**src/rtl/pip_sched.sv**
```systemverilog
// Point-in-polygon query scheduler: buffers POINTS vertices, arbitrates two requesters
// round-robin, streams the polygon to an external engine and returns its result.
// Optional WAIT timeout is built when PIP_SCHED_TIMEOUT_EN is defined.
module pip_sched #(
  parameter int unsigned WIDTH   = 16,
  parameter int unsigned POINTS  = 5,
  parameter int unsigned TIMEOUT = 64
) (
  input  logic             clk,
  input  logic             rstN,
  input  logic             load_valid,
  input  logic [WIDTH-1:0] load_x,
  input  logic [WIDTH-1:0] load_y,
  input  logic             req0_valid,
  input  logic [WIDTH-1:0] req0_x,
  input  logic [WIDTH-1:0] req0_y,
  input  logic             req1_valid,
  input  logic [WIDTH-1:0] req1_x,
  input  logic [WIDTH-1:0] req1_y,
  output logic             req0_ready,
  output logic             req1_ready,
  output logic             rsp_valid,
  input  logic             rsp_ready,
  output logic             rsp_id,
  output logic [WIDTH-1:0] rsp_result,
  output logic             rsp_err,
  output logic             poly_valid,
  output logic             busy,
  output logic             pip_enable,
  output logic [WIDTH-1:0] pip_x_check,
  output logic [WIDTH-1:0] pip_y_check,
  output logic [WIDTH-1:0] pip_x_in,
  output logic [WIDTH-1:0] pip_y_in,
  input  logic             pip_finished,
  input  logic [WIDTH-1:0] pip_result
);

  localparam int unsigned   PW   = $clog2(POINTS);
  localparam logic [PW-1:0] LAST = PW'(POINTS - 1);

  if (POINTS < 3 || TIMEOUT < 1) begin : g_param_check
    $error("pip_sched: POINTS must be >= 3 and TIMEOUT >= 1");
  end

  typedef enum logic [1:0] {IDLE, STREAM, WAIT, RESP} state_t;
  state_t state_q, state_d;

  logic [WIDTH-1:0] vx_q [POINTS];
  logic [WIDTH-1:0] vy_q [POINTS];
  logic [PW-1:0]    wr_ptr_q, wr_ptr_d, k_q, k_d;
  logic             poly_valid_q, poly_valid_d, prio_q, prio_d, id_q, id_d;
  logic [WIDTH-1:0] qx_q, qx_d, qy_q, qy_d, res_q, res_d;
  logic             load_we, grant0, grant1;
`ifdef PIP_SCHED_TIMEOUT_EN
  localparam int unsigned CW = $clog2(TIMEOUT + 1);
  logic [CW-1:0] cnt_q, cnt_d;
  logic          err_q, err_d;
`endif

  // Loads take precedence over query grants; both only happen in IDLE.
  always_comb begin
    load_we = load_valid && (state_q == IDLE);
    grant0  = (state_q == IDLE) && poly_valid_q && !load_valid && req0_valid &&
              (!req1_valid || !prio_q);
    grant1  = (state_q == IDLE) && poly_valid_q && !load_valid && req1_valid &&
              (!req0_valid || prio_q);
  end

  always_comb begin
    state_d      = state_q;
    wr_ptr_d     = wr_ptr_q;
    poly_valid_d = poly_valid_q;
    prio_d       = prio_q;
    id_d         = id_q;
    k_d          = k_q;
    qx_d         = qx_q;
    qy_d         = qy_q;
    res_d        = res_q;
`ifdef PIP_SCHED_TIMEOUT_EN
    cnt_d        = cnt_q;
    err_d        = err_q;
`endif
    if (load_we) begin
      wr_ptr_d = (wr_ptr_q == LAST) ? '0 : wr_ptr_q + PW'(1);
      if (wr_ptr_q == LAST)    poly_valid_d = 1'b1;
      else if (wr_ptr_q == '0) poly_valid_d = 1'b0;
    end
    case (state_q)
      IDLE: begin
        if (grant0 || grant1) begin
          state_d = STREAM;
          k_d     = '0;
          id_d    = grant1;
          prio_d  = grant0;
          qx_d    = grant1 ? req1_x : req0_x;
          qy_d    = grant1 ? req1_y : req0_y;
          res_d   = '0;
`ifdef PIP_SCHED_TIMEOUT_EN
          err_d   = 1'b0;
`endif
        end
      end
      STREAM: begin
        if (k_q == LAST) begin
          state_d = WAIT;
`ifdef PIP_SCHED_TIMEOUT_EN
          cnt_d   = '0;
`endif
        end else begin
          k_d = k_q + PW'(1);
        end
      end
      WAIT: begin
        if (pip_finished) begin
          res_d   = pip_result;
          state_d = RESP;
        end
`ifdef PIP_SCHED_TIMEOUT_EN
        else if (cnt_q == CW'(TIMEOUT - 1)) begin
          res_d   = '0;
          err_d   = 1'b1;
          state_d = RESP;
        end else begin
          cnt_d = cnt_q + CW'(1);
        end
`endif
      end
      RESP: begin
        if (rsp_ready) state_d = IDLE;
      end
      default: state_d = IDLE;
    endcase
  end

  always_ff @(posedge clk or negedge rstN) begin
    if (!rstN) begin
      state_q      <= IDLE;
      wr_ptr_q     <= '0;
      poly_valid_q <= 1'b0;
      prio_q       <= 1'b0;
      id_q         <= 1'b0;
      k_q          <= '0;
      qx_q         <= '0;
      qy_q         <= '0;
      res_q        <= '0;
`ifdef PIP_SCHED_TIMEOUT_EN
      cnt_q        <= '0;
      err_q        <= 1'b0;
`endif
    end else begin
      state_q      <= state_d;
      wr_ptr_q     <= wr_ptr_d;
      poly_valid_q <= poly_valid_d;
      prio_q       <= prio_d;
      id_q         <= id_d;
      k_q          <= k_d;
      qx_q         <= qx_d;
      qy_q         <= qy_d;
      res_q        <= res_d;
`ifdef PIP_SCHED_TIMEOUT_EN
      cnt_q        <= cnt_d;
      err_q        <= err_d;
`endif
    end
  end

  always_ff @(posedge clk) begin
    if (load_we) begin
      vx_q[wr_ptr_q] <= load_x;
      vy_q[wr_ptr_q] <= load_y;
    end
  end

  assign req0_ready  = grant0;
  assign req1_ready  = grant1;
  assign poly_valid  = poly_valid_q;
  assign busy        = (state_q != IDLE);
  assign pip_enable  = (state_q == STREAM);
  assign pip_x_in    = pip_enable ? vx_q[k_q] : '0;
  assign pip_y_in    = pip_enable ? vy_q[k_q] : '0;
  assign pip_x_check = busy ? qx_q : '0;
  assign pip_y_check = busy ? qy_q : '0;
  assign rsp_valid   = (state_q == RESP);
  assign rsp_id      = rsp_valid & id_q;
  assign rsp_result  = rsp_valid ? res_q : '0;
`ifdef PIP_SCHED_TIMEOUT_EN
  assign rsp_err     = rsp_valid & err_q;
`else
  assign rsp_err     = 1'b0;
`endif

endmodule

```
**config.mk**
```make
export PLATFORM = sky130hd
export DESIGN_NAME = pip_sched
export DESIGN_NICKNAME = d
export VERILOG_FILES = /design/src/rtl/pip_sched.sv
export SDC_FILE = /design/constraint.sdc
export NUM_CORES = 1
export LEC_CHECK = 0
export ABC_CLOCK_PERIOD_IN_PS = 6700
export CAP_MARGIN = 20
export CELL_PAD_IN_SITES_DETAIL_PLACEMENT = 1
export CELL_PAD_IN_SITES_GLOBAL_PLACEMENT = 2
export CORE_MARGIN = 5
export CORE_UTILIZATION = 25
export CTS_CLUSTER_SIZE = 10
export DETAILED_ROUTE_END_ITERATION = 6
export MAX_ROUTING_LAYER = met4
export PLACE_DENSITY = 0.72
export SYNTH_ARGS = -nofsm -noshare
export SYNTH_HDL_FRONTEND = slang
export SYNTH_SLANG_ARGS = --single-unit
```
**constraint.sdc**
```tcl
create_clock -name clk -period 6.7 [get_ports clk]
set_input_delay 1.34 -clock clk [delete_from_list [all_inputs] [get_ports clk]]
set_output_delay 1.34 -clock clk [all_outputs]
set_load 0.02 [all_outputs]
```
==> results by group <==
Synth
  • Adder-cell share of the synthesized area: 0.01212
  • Post-synth top flop: edfxtp_1
  • Number of enable flip-flop cells after synthesis: 160
  • Leading area contributor after synthesis: edfxtp_1
  • Flops & latches, synth: 219
  • Mux cell area share after synthesis: 0.1157
  • Synth cell types: 38
  • Syn Inst Count: 613
  • Area share of the leading cell type in the synthesized netlist: 0.5171
  • Syn. warnings: 0
  • Synth Net Count: 741
  • Simple-gate share of the synthesized area: 0.08915
  • Ys async rst share: 0.2694
  • Main combinational cell family by area after synthesis: multiplexers
  • Ranking of synthesized cells by area: edfxtp_1 (52%), dfrtp_1 (16%), mux4_2 (7.8%)
  • Synth Area in XOR/XNOR: 0
  • Post-synthesis compound-gate area fraction: 0.07326
  • Mapped Area: 0.009291 sq mm
  • Syn avg cell area: 15.16 sq um
  • Sequential fraction of the synthesis area: 0.6760

Floorplan
  • Std cell rows: 70
  • Die H: 202.8 um
  • # IOs: 207
  • Die X: 202.8 um
  • Initial Util: 0.2538
  • Core box area: 0.03661 sq mm
  • Die ar.: 0.04112 sq mm

STA
  • Min Tclk post-route: 4.648 ns
  • Max Slew Vio Count: 0
  • Worst Skew: 0.02795 ns
  • Fin. Hold Viols: 0
  • Fmax: 0.2152 GHz
  • Rel. slew slack: 0.3347
  • Fin crit share: 0.6937
  • Setup violators final: 0
  • Slew @ Worst Pin: 0.9979 ns
  • Setup tns final: 0 ns
  • RSZ-0062 raised after global routing: no

Status
  • Status: finished, final reports clean

Setup path
  • Critical path class: reg -> out
  • WP data arrival: 3.31 ns
  • Crit Path Max Fanout: 32
  • FF-to-FF setup slack: 3.57 ns
  • CP required: 5.36 ns
  • Startpoint types: flop
  • CP endpoint kind: output port

Route
  • Initial DRT Pass Iterations: 5
  • Via count: 5825
  • Final WL: 24.97 mm
  • Post-DR wirelength/cell: 19.24 um
  • Starting DRT DRC Count: 205
  • Routed Antenna Nets: 0
  • Vias per inst: 4.488
  • DRC Markers: 0

Placed design
  • IO Port Bufs: 205
  • Placed cell areas: 0.01178 sq mm
  • Placer Congestion: 0.6692
  • HPWL after detailed placement: 16.14 mm

Clock tree
  • Hold_buf cts: 0
  • H-tree Lvls: 1
  • Post-CTS sizing: 0
  • Clock-pin slew on the worst setup and hold paths: 0.06 ns
  • CTS root buffer: clkbuf_16
  • CTS Buf Count: 27
  • Clk sinks: 219
  • Post-CTS Setup Repair Bufs: 0
  • Clk_lat worst skew: 0.53 ns
  • CTS tree: built
  • Bufs on Longest Clock Path: 3

Layout
  • Layout cells sized above 1: 0.1096
  • Ant. Diodes: 0
  • Area Growth Syn to Fin: 35.05%
  • Multi-input logic area: 0.002743 sq mm
  • Final Cell Area: 0.01255 sq mm
  • Fillers: 3880
  • Layout Nets: 941
  • Final core utilization: 0.3428
  • FF/Latch Area: 0.006284 sq mm

Power
  • Leakage: 4.613 nW
  • P per Cell Area: 370.8 mW/mm^2
  • Worst vdd ir: 0.0001721 V
  • Pwr Total: 4.653 mW

GRT
  • Total track usage: 0.1230
  • First-pass GRT wire length: 38.67 mm
  • Global route overflow: 0
  • Largest net degree at the start of global routing: 60
  • Vias in the first global route: 6529
  • Initial antenna violation count: 0

Job
  • Max-cap violations: 0

Min path
  • Min-Delay Path Class: reg -> reg
final timing paths:
| kind | startpoint | depth (start not counted) | to |
|---|---|---|---|
| max in group asynchronous | rstN | 2 | qx_q[5] |
| worst max-delay path | state_q[1] | 5 | pip_y_in[7] |
| worst min-delay path | qx_q[13] | 2 | qx_q[13] |
| worst max register to register | state_q[0] | 6 | vx_q[4][8] |
| worst min register to register | qx_q[13] | 2 | qx_q[13] |
| min in group asynchronous | rstN | 2 | res_q[5] |
synthesized netlist by cell type (all sizes together) (2+ instances only):
master and instances:
o221ai 18, mux2 3, buf 27, nand2b 3
mux4 32, a21o 2, dfrtp 59, a21oi 3
o21ai 37, nor4 4, inv 9, nor2b 34
mux2i 32, a22o 31, clkbuf 19, edfxtp 160
nor2 6, nand3 22, ha 9, and2 18
nand2 74
cell type report:
class	instances	area share
Inverter	9	0.002692
Clock buffer	39	0.05823
Sequential cell	219	0.5007
Timing Repair Buffer	217	0.1703
Multi-Input combinational cell	339	0.2186
Clock inverter	7	0.002792
Tap cell	468	0.04666
stage by stage:
| stage | std cells | setup WS, ns | hold slack [ns] |
|---|---|---|---|
| 4_1_cts | 1298 | 1.901 | 0.4806 |
| 3_5_place_dp | 1252 | 2.340 | 0.4676 |
| 3_3_place_gp | 1252 | 2.366 | 0.4540 |
| 2_1_floorplan | 613 | 1.286 | 0.4422 |
| 5_1_grt | 1298 | 1.750 | 0.4978 |
| 6_report | 1298 | 2.052 | 0.4730 |
per-layer routing:
layer | up-vias | GRT usage | wire length, um
li1 | 2707 | - | -
met1 | 2895 | 0.1600 | 10940
met2 | 192 | 0.1870 | 11440
met3 | 31 | 0.04201 | 2093
met4 | 0 | 0.02910 | 500
met5 | - | - | 0
report_power, final:
part           switching [mW]  internal, mW
Sequential              0.154          1.66
Clock                   0.531         0.748
Combinational           0.830         0.726
cells in the final DEF (no fill, tap or decap), types with 2 or more instances in the layout:
cell	count
o21ai_1	28
mux2_2	2
dfrtp_2	2
dfrtp_1	57
nor2b_1	33
mux4_2	32
o221ai_1	18
and2_1	17
o21ai_0	9
nand3_1	21
mux2i_1	32
nand2_1	73
edfxtp_1	160
clkbuf_16	27
ha_1	9
nor4_2	4
buf_4	12
clkinv_1	3
clkinv_2	3
a21oi_1	3
clkdlybuf4s50_1	204
nor2_1	6
a22o_1	31
inv_1	9
nand2b_1	3
a21o_1	2
clkbuf_1	11
kinds of logic (layout without fill, tap and decap cells):
kind of cell	after synthesis	after routing
other	1	1
and+or+nand+nor	167	167
DFF	219	219
muxes	67	67
AOI/OAI and AO/OA	95	95
buffers and inverters	55	272
adders and majority gates	9	9
worst max-delay path: stages (launching register included):
cell	delay (ns)
dfrtp_1	0.41
inv_1	0.11
ha_1	0.44
nor2b_4	0.88
a22o_1	0.28
clkdlybuf4s50_1	0.63
state kept, by name (all words and copies together) (netlist names):
register and flops:
vx_q 80, vy_q 80, qx_q 16, qy_q 16, res_q 16, k_q 3, wr_ptr_q 3, state_q 2
id_q 1, poly_valid 1, prio_q 1
Note: power is estimated with default switching activity, not from simulation.
